===== src/rtl/ped_request_scheduler_if.sv =====
// Pedestrian scheduler bus: raw walk buttons in, walk-phase handshake to the
// light controller, and WAIT lamp / status outputs.
interface ped_request_scheduler_if;
    logic [3:0] WB;
    logic       serve_ack;
    logic       serve_done;
    logic       serve_req;
    logic [1:0] serve_id;
    logic       serve_urgent;
    logic [3:0] pending;
    logic       busy;

    // Side that drives the buttons and the controller handshake responses.
    modport master (
        output WB, serve_ack, serve_done,
        input  serve_req, serve_id, serve_urgent, pending, busy
    );

    // Scheduler side.
    modport slave (
        input  WB, serve_ack, serve_done,
        output serve_req, serve_id, serve_urgent, pending, busy
    );
endinterface


===== src/rtl/ped_request_scheduler.sv =====
// Pedestrian walk-request scheduler: debounces and latches four walk buttons,
// ages pending requests, arbitrates round-robin with a starvation override,
// and hands one crossing at a time to the light controller over req/ack/done.
//
//  state   | meaning
//  --------+-----------------------------------------------------------
//  S_IDLE  | no crossing granted; arbitrate among pending requests
//  S_REQ   | serve_req high, waiting for the controller to accept
//  S_SERVE | walk phase running for serve_id, waiting for serve_done
module ped_request_scheduler #(
    parameter int DEBOUNCE_CYCLES = 4,
    parameter int MAX_WAIT        = 64
) (
    input  logic                    clk,
    input  logic                    rst,
    ped_request_scheduler_if.slave  bus
);

    localparam int DW = (DEBOUNCE_CYCLES < 1) ? 1 : $clog2(DEBOUNCE_CYCLES + 1);
    localparam int AW = (MAX_WAIT < 1) ? 1 : $clog2(MAX_WAIT + 1);
    localparam logic [DW-1:0] DEB_MAX = DW'(DEBOUNCE_CYCLES);
    localparam logic [AW-1:0] AGE_MAX = AW'(MAX_WAIT);

    localparam logic [1:0] S_IDLE  = 2'd0;
    localparam logic [1:0] S_REQ   = 2'd1;
    localparam logic [1:0] S_SERVE = 2'd2;

    logic [1:0]    r_state;
    logic [DW-1:0] r_deb_cnt [4];
    logic [3:0]    r_deb_lvl;
    logic [3:0]    r_pending;
    logic [AW-1:0] r_age [4];
    logic [1:0]    r_last_grant;
    logic          r_serve_req;
    logic [1:0]    r_serve_id;
    logic          r_serve_urgent;
    logic          r_busy;

    logic [DW-1:0] w_cnt_next [4];
    logic [3:0]    w_lvl_next;
    logic [3:0]    w_press;
    logic [3:0]    w_id_onehot;
    logic          w_ack_taken;
    logic [3:0]    w_press_block;
    logic [3:0]    w_ack_clr;
    logic [3:0]    w_pending_next;
    logic [3:0]    w_urgent;
    logic [3:0]    w_urgent_pend;
    logic [3:0]    w_cand;
    logic [1:0]    w_rr_idx;
    logic [1:0]    w_pick;
    logic          w_found;

    // Debounce next-state: the press is recognised on the same edge the
    // counter reaches its threshold, so pending follows that edge directly.
    always_comb begin
        for (int i = 0; i < 4; i++) begin
            w_cnt_next[i] = '0;
            if (bus.WB[i]) begin
                if (r_deb_cnt[i] == DEB_MAX)
                    w_cnt_next[i] = DEB_MAX;
                else
                    w_cnt_next[i] = r_deb_cnt[i] + DW'(1);
            end
            w_lvl_next[i] = (w_cnt_next[i] == DEB_MAX);
        end
        w_press = w_lvl_next & ~r_deb_lvl;
    end

    // Press masking and pending update. A press on the crossing being served
    // (or being acked this cycle) is dropped: that walk is already happening.
    always_comb begin
        w_id_onehot    = 4'b0001 << r_serve_id;
        w_ack_taken    = (r_state == S_REQ) && bus.serve_ack;
        w_ack_clr      = w_ack_taken ? w_id_onehot : 4'b0000;
        w_press_block  = ((r_state == S_SERVE) || w_ack_taken) ? w_id_onehot : 4'b0000;
        w_pending_next = (r_pending | (w_press & ~w_press_block)) & ~w_ack_clr;
    end

    // Urgency and candidate set: urgent requests pre-empt plain round-robin.
    always_comb begin
        for (int i = 0; i < 4; i++)
            w_urgent[i] = (r_age[i] == AGE_MAX);
        w_urgent_pend = w_urgent & r_pending;
        w_cand        = (|w_urgent_pend) ? w_urgent_pend : r_pending;
    end

    // Round-robin search starting one past the last served crossing.
    always_comb begin
        w_found  = 1'b0;
        w_pick   = 2'd0;
        w_rr_idx = 2'd0;
        for (int k = 0; k < 4; k++) begin
            w_rr_idx = r_last_grant + 2'(k + 1);
            if (!w_found && w_cand[w_rr_idx]) begin
                w_found = 1'b1;
                w_pick  = w_rr_idx;
            end
        end
    end

    // Debounce counters and debounced levels.
    always_ff @(posedge clk or posedge rst) begin
        if (rst) begin
            for (int i = 0; i < 4; i++)
                r_deb_cnt[i] <= '0;
            r_deb_lvl <= 4'b0000;
        end else begin
            for (int i = 0; i < 4; i++)
                r_deb_cnt[i] <= w_cnt_next[i];
            r_deb_lvl <= w_lvl_next;
        end
    end

    // Latched requests (WAIT lamps).
    always_ff @(posedge clk or posedge rst) begin
        if (rst)
            r_pending <= 4'b0000;
        else
            r_pending <= w_pending_next;
    end

    // Request ages: count while pending, saturate at MAX_WAIT, clear when served.
    always_ff @(posedge clk or posedge rst) begin
        if (rst) begin
            for (int i = 0; i < 4; i++)
                r_age[i] <= '0;
        end else begin
            for (int i = 0; i < 4; i++) begin
                if (!r_pending[i] || w_ack_clr[i])
                    r_age[i] <= '0;
                else if (r_age[i] != AGE_MAX)
                    r_age[i] <= r_age[i] + AW'(1);
            end
        end
    end

    // Grant FSM and registered handshake outputs.
    always_ff @(posedge clk or posedge rst) begin
        if (rst) begin
            r_state        <= S_IDLE;
            r_last_grant   <= 2'd3;
            r_serve_req    <= 1'b0;
            r_serve_id     <= 2'd0;
            r_serve_urgent <= 1'b0;
            r_busy         <= 1'b0;
        end else begin
            case (r_state)
                S_IDLE: begin
                    if (w_found) begin
                        r_serve_id     <= w_pick;
                        r_serve_urgent <= w_urgent[w_pick];
                        r_serve_req    <= 1'b1;
                        r_busy         <= 1'b1;
                        r_state        <= S_REQ;
                    end
                end
                S_REQ: begin
                    if (bus.serve_ack) begin
                        r_serve_req <= 1'b0;
                        r_state     <= S_SERVE;
                    end
                end
                S_SERVE: begin
                    if (bus.serve_done) begin
                        r_last_grant <= r_serve_id;
                        r_busy       <= 1'b0;
                        r_state      <= S_IDLE;
                    end
                end
                default: begin
                    r_serve_req <= 1'b0;
                    r_busy      <= 1'b0;
                    r_state     <= S_IDLE;
                end
            endcase
        end
    end

    assign bus.serve_req    = r_serve_req;
    assign bus.serve_id     = r_serve_id;
    assign bus.serve_urgent = r_serve_urgent;
    assign bus.pending      = r_pending;
    assign bus.busy         = r_busy;

endmodule


===== src/flat_wrapper.sv =====
// flat-port wrapper written by rule: the top's interface ports become plain ports
module ped_request_scheduler_flat 
#(
    parameter int DEBOUNCE_CYCLES = 4,
    parameter int MAX_WAIT        = 64
)
  (clk, rst, bus_WB, bus_serve_ack, bus_serve_done, bus_serve_req, bus_serve_id, bus_serve_urgent, bus_pending, bus_busy);
  ped_request_scheduler_if bus_i ();
  input  logic clk;
  input  logic rst;
  input wire logic [$bits(bus_i.WB)-1:0] bus_WB;
  input wire logic [$bits(bus_i.serve_ack)-1:0] bus_serve_ack;
  input wire logic [$bits(bus_i.serve_done)-1:0] bus_serve_done;
  output wire logic [$bits(bus_i.serve_req)-1:0] bus_serve_req;
  output wire logic [$bits(bus_i.serve_id)-1:0] bus_serve_id;
  output wire logic [$bits(bus_i.serve_urgent)-1:0] bus_serve_urgent;
  output wire logic [$bits(bus_i.pending)-1:0] bus_pending;
  output wire logic [$bits(bus_i.busy)-1:0] bus_busy;
  assign bus_i.WB = bus_WB;
  assign bus_i.serve_ack = bus_serve_ack;
  assign bus_i.serve_done = bus_serve_done;
  assign bus_serve_req = bus_i.serve_req;
  assign bus_serve_id = bus_i.serve_id;
  assign bus_serve_urgent = bus_i.serve_urgent;
  assign bus_pending = bus_i.pending;
  assign bus_busy = bus_i.busy;
  ped_request_scheduler #(.DEBOUNCE_CYCLES(DEBOUNCE_CYCLES), .MAX_WAIT(MAX_WAIT)) u_core (.clk(clk), .rst(rst), .bus(bus_i));
endmodule

===== config.mk =====
export PLATFORM = sky130hd
export DESIGN_NAME = ped_request_scheduler_flat
export DESIGN_NICKNAME = d
export VERILOG_FILES = /design/src/rtl/ped_request_scheduler_if.sv /design/src/rtl/ped_request_scheduler.sv /design/src/flat_wrapper.sv
export SDC_FILE = /design/constraint.sdc
export NUM_CORES = 1
export LEC_CHECK = 0
export CORE_ASPECT_RATIO = 0.75
export CORE_MARGIN = 10
export CORE_UTILIZATION = 30
export CTS_BUF_LIST = sky130_fd_sc_hd__clkbuf_16
export DETAILED_ROUTE_END_ITERATION = 8
export GPL_TIMING_DRIVEN = 0
export SYNTH_ARGS = -nofsm -noshare
export SYNTH_HDL_FRONTEND = slang
export SYNTH_SLANG_ARGS = --single-unit
export TNS_END_PERCENT = 10

===== constraint.sdc =====
create_clock -name clk -period 3.58 [get_ports clk]
set_input_delay 0.716 -clock clk [delete_from_list [all_inputs] [get_ports clk]]
set_output_delay 0.716 -clock clk [all_outputs]
set_load 0.005 [all_outputs]

==> metrics.md <==
| Metric | Value |
|---|---|
| RSZ-0062 raised after global routing | false |
| Critical Path Sink Type | flip-flop |
| Largest net degree at the start of global routing | 31 |
| Clk_skew | around 0.0050 ns |
| Leak | about 0.0016 uW |
| # diodes | 0 |
| Crit path DAT | 2.71 ns |
| Post-CTS Resized | 0 |
| Iteration-0 DRC Markers | 90 |
| CTS Hold Bufs | 0 |
| CP Max Fanout | 5 |
| Post-Layout Cell Count | 459 |
| Site Rows | 31 |
| Final period util | 69.04% |
| Syn_nets | 318 |
| 1st-pass router iterations | 4 |
| Chip width | 135.0 um |
| PD cells | 678.9 nW/um^2 |
| Post-CTS Setup Bufs | 0 |
| Status | finished clean |
| YS warnings | 0 |
| Worst-skew pair later-pin latency | 0.32 ns |
| Crit Path Class | flip-flop to flip-flop |
| Maximum clock insertion buffer count | 2 |
| Synth area leader | dfrtp_1 |
| Period minus WS final | 2.472 ns |
| R2R cell count | 9 |
| DP Wirelength | 4.164 mm |
| Worst flop-to-flop path endpoint | u_core.bus.serve_urgent |
| Total track usage | 8.662% |
| Root Buffer | clkbuf_16 |
| Dominant cell by count in the synthesized netlist | dfrtp_1 |
| Prevailing post-synth register cell | dfrtp_1 |
| Placed Cells | between 400 and 500 |
| Most frequent cells after synthesis | dfrtp_1 (55), nor2_1 (35), inv_1 (31), nand3_1 (22), nand2_1 (17) |
| Routed vias/inst | 4.580 |
| Die extent in y | between 100 and 150 um |
| Tightest Pin Transition | 1.048 ns |
| Max Clock Freq | 404.6 MHz |
| Post-Syn Area | roughly 3000 um^2 |
| Initial antenna violation count | 0 |
| Finished Core Util | 37.35% |
| Critical R2R Launch | u_core.r_age[7] |
| Final instance area | 3607 um^2 |
| Die area | ~14000 um^2 |
| Max-cap check violation count | 0 |
| Placeable Area | 9658 um^2 |
| DRC Markers | 0 |
| ANT nets after route | 0 |
| Vias in the first global route | approximately 2100 |
| HP Start | u_core.r_deb_lvl[0] |
| Worst setup SP type | flip-flop |
| Sequential area share after synthesis | roughly half |
| Number of synthesized flops with an enable pin | 0 |
| Final setup violation count | 0 |
| Final Hold Violating Endpoints | 0 |
| Hold path cells | 1 |
| CTS tree | built |
| Clock sinks | 57 |
| Total Wirelength | between 5 and 6 mm |
| Global route overflow | 0 |
| Worst VDD drop | between 0.0004 and 0.0005 V |
| Initial Utilization | 30.79% |
| FFs w/ async S/R, synth | 100.0% |
| Nets@finish | around 350 |
| Pins Over Slew Limit | 0 |
| Hold crit path type | flip-flop to flip-flop |
| Post-synth top area share | 46.28% |
| Hold worst-path end | u_core.bus.pending[0] |
| CTS Buf Count | 9 |
| Placed Area | 3319 um^2 |
| Port Buffers | 16 |
| Syn avg cell area | 10.12 um^2 |
| Max_slew headroom | 29.54% |
| Crit path required time | 3.82 ns |
| FF-to-FF setup slack | between 1 and 1.5 ns |
| Tot Pwr | 2449 uW |
| Post-synth cell types | 50 |
| Setup_tns | 0 ns |
| Placer congestion estimate | 0.7720 |
| Syn Inst Count | approximately 300 |
| Via count | 2102 |
| Top Ports | 17 |
| Layout area overhead | 21.29% |
| Seq cells post-synth | 57 |
| Global-route wire length before repair | between 10 and 15 mm |
| Share of cells above drive strength 1 | between 10% and 20% |
| Synth area leaders | dfrtp_1 (46%), ha_1 (6.7%), nor2_1 (4.4%), xor2_1 (4.1%), inv_1 (3.9%) |
| Clock slew at reported path FFs | 0.05 ns |
| Wire per inst | 12.39 um |
| # H-tree levels | 3 |
[cells by family (layout without fill, tap and decap cells)]
family,Yosys count,in the layout,share of synthesized area (%)
and+or+nand+nor,115,115,20.78
DFF,57,57,48.04
AOI/OAI and AO/OA,50,50,12.87
buffers and inverters,31,64,3.912
xor gates and xnor gates,21,21,6.184
adders and majority gates,16,16,6.731
muxes,4,4,1.472
[metal layers]
layer / track usage, % / vias to the layer above / share of wire (%)
li1: - / 1079 / -
met1: 11.47 / 993 / 51
met2: 12.20 / 28 / 44
met3: 4.280 / 2 / 5.5
met4: 2.301 / 0 / 0.14
met5: 0 / - / 0
[cell usage in the layout (no fill, tap or decap), types with 2 or more instances in the layout]
master | netlist | final
dfstp_2 | 2 | 2
clkinv_2 | 0 | 2
a21oi_1 | 9 | 9
dfrtp_1 | 55 | 55
o21ai_0 | 12 | 12
nand4_1 | 2 | 2
mux2_1 | 2 | 2
a211oi_2 | 2 | 2
nand3b_1 | 7 | 7
o31ai_1 | 3 | 3
inv_1 | 31 | 31
ha_1 | 16 | 16
clkinvlp_4 | 0 | 2
nand4b_1 | 2 | 2
nor2_1 | 35 | 35
o21ai_1 | 4 | 4
xor2_1 | 14 | 14
o211ai_1 | 2 | 2
xnor2_1 | 7 | 7
clkbuf_16 | 0 | 9
nor3_1 | 2 | 2
nand2b_1 | 7 | 7
nand2_1 | 17 | 17
a31oi_1 | 2 | 2
clkdlybuf4s50_1 | 0 | 16
nand3_1 | 22 | 22
a22o_1 | 2 | 2
and2_1 | 3 | 3
and3_1 | 9 | 9
[final cells by class]
cell class              instances  area (um^2)
clock buffers                   9        225.2
clock inverters                 7        62.56
fillers                       963         6051
inverters                      31        116.4
multi-input cells             206         1429
flip-flops and latches         57         1429
well taps                     132        165.2
repair buffers                 17        180.2
[how the worst max path moves through the flow]
stage                          startpoint                      end  slack (ns)
after floorplan           u_core.r_age[7]  u_core.bus.serve_urgent        1.31
after global routing      u_core.r_age[3]  u_core.bus.serve_urgent        0.95
after detailed placement    bus_serve_ack    u_core.bus.pending[0]        0.79
final                     u_core.r_age[7]  u_core.bus.serve_urgent        1.11
after CTS                 u_core.r_age[7]  u_core.bus.serve_urgent        1.10
after global placement                rst      u_core.r_deb_cnt[8]        0.36
[state kept, by name (all words and copies together), names as in the netlist]
| name | count |
|---|---|
| u_core.bus.busy | 1 |
| u_core.bus.pending | 4 |
| u_core.bus.serve_id | 2 |
| u_core.bus.serve_req | 1 |
| u_core.bus.serve_urgent | 1 |
| u_core.r_age | 28 |
| u_core.r_deb_cnt | 12 |
| u_core.r_deb_lvl | 4 |
| u_core.r_last_grant | 2 |
| u_core.r_state | 2 |
[per-stage QoR]
step / worst slack (ns) / hold WS, ns
2_1_floorplan: 1.306 / 0.4104
3_3_place_gp: 0.3561 / 0.4150
3_5_place_dp: 0.7901 / 0.4175
4_1_cts: 1.097 / 0.4277
5_1_grt: 0.9462 / 0.4545
6_report: 1.108 / 0.4288
[power breakdown]
group	total, uW	internal, uW	switching (uW)
registers	946	775	171
logic	688	330	359
clock network	815	529	286
total	2450	1630	815
[critical path, stage by stage, from the launching register on]
cell      delay (ns)
dfrtp_1         0.42
inv_1           0.07
ha_1            0.18
nor4bb_2        0.18
and3_2          0.23
o41ai_4         0.34
a21oi_4         0.09
o311ai_4        0.36
mux2_1          0.37
o221ai_2        0.15
Power figures use the tool's default switching activity.
==> variant: new RTL, same settings <==
Make the reset (`rst`) synchronous in 4 clocked blocks.
--- a/src/rtl/ped_request_scheduler.sv
+++ b/src/rtl/ped_request_scheduler.sv
@@ -102,3 +102,3 @@
     // Debounce counters and debounced levels.
-    always_ff @(posedge clk or posedge rst) begin
+    always_ff @(posedge clk) begin
         if (rst) begin
@@ -115,3 +115,3 @@
     // Latched requests (WAIT lamps).
-    always_ff @(posedge clk or posedge rst) begin
+    always_ff @(posedge clk) begin
         if (rst)
@@ -123,3 +123,3 @@
     // Request ages: count while pending, saturate at MAX_WAIT, clear when served.
-    always_ff @(posedge clk or posedge rst) begin
+    always_ff @(posedge clk) begin
         if (rst) begin
@@ -138,3 +138,3 @@
     // Grant FSM and registered handshake outputs.
-    always_ff @(posedge clk or posedge rst) begin
+    always_ff @(posedge clk) begin
         if (rst) begin
Formal check against the unedited RTL: differs if rst is asserted again (counterexample within 10 cycles, from zero or initial values and one cycle with rst high); with rst held inactive, the same outputs for 10 cycles.
==> variant against the original RTL <==
- die area up 0.24%
- routed wire length up 0.33%
- cell count up 0.44%
- core utilization down 0.25 points
- via count down 0.14%
- area after synthesis up 0.29%
- sequential cell count unchanged
- final area down 0.28%
- worst setup slack worse by 1.7 ps
Power is not compared: it rests on default switching activity, and its combinational part moved more than twofold at a synthesized area within 25%.
==> variant: results (changes against the original RTL) <==
metric	value	unit	change
status	complete, no violations		
ff_latch_area	1421	um^2	-0.53%
num-clock-buffers	11		+2
yosys-top-cells-count	nor2_1, dfxtp_1, edfxtp_1, inv_1, nand3_1		
finalWeightedCongestion	0.8067		+4.5%
worst_slew_pin_slew	466.9	ps	-581.0 ps
ys_seq_area_share	47.65	%	-0.39 points
multi_input_area_share	40.17	%	+0.56 points
numPortBuffers	15		-1
synthAdderAreaFrac	6.711	%	-0.020 points
seq_cell_count	57		unchanged
muxShareOfSynthArea	0.6711	%	-0.80 points
synth_cell_types	47		-6.0%
synth_area_leaders	edfxtp_1, dfxtp_1, ha_1		
grt_use_total	8.274	%	-0.39 points
dr_wl_met2	2488	um	+0.53%
drt-met1-wl	2914	um	+0.76%
nets	348		+0.58%
grt_max_degree	11		-65%
synth_compound_area_share	11.20	%	-1.7 points
worstRegToRegCells	10		+1
fill_cells	984		+2.2%
synth_edf_count	28		+28
num-nonclk-inverters	29		-6.5%
syn_inst	298		+1.4%
place_area	3298	um^2	-0.64%
use_met1	10.57	%	-0.90 points
use_met3	2.916	%	-1.4 points
wirelength	5706	um	+0.33%
clk_share	8.313	%	+0.34 points
crit_arrival	2680	ps	-30 ps
via_count	2099		-0.14%
grt_pass1_vias	2041		-3.5%
routed-wl-met3	244	um	-21%
skew	6.038	ps	+1.067 ps
slowest_stage	edfxtp_1		
fin_cells	461		+0.44%
syn-num-nets	322		+1.3%
-- variant: path summary, 6_finish.rpt --
kind / startpoint / endpoint / slack, ps
worst max register to register: u_core.r_age[2][0] / u_core.bus.serve_urgent / 1110
worst max-delay path: u_core.r_age[2][0] / u_core.bus.serve_urgent / 1110
worst min register to register: u_core.bus.serve_urgent / u_core.bus.serve_urgent / 510
worst min-delay path: u_core.bus.serve_urgent / u_core.bus.serve_urgent / 510
-- variant: cells by family (layout without fill, tap and decap cells) --
group | after synthesis | in the layout
muxes | 2 | 2
DFF | 57 | 57
AOI/OAI and AO/OA | 40 | 40
adders and majority gates | 16 | 16
xor gates and xnor gates | 20 | 20
buffers and inverters | 31 | 62
and+or+nand+nor | 132 | 132
-- variant: where the power goes --
group	total, mW	internal, mW	switching [mW]
Clock	0.839	0.545	0.294
Sequential	0.691	0.686	0.00567
Combinational	0.0465	0.0232	0.0233
-- variant: tightest hold or removal path: stages, from the launching register on --
cell and delay, ps:
dfxtp_1 330, nand3_1 80, o221ai_2 60
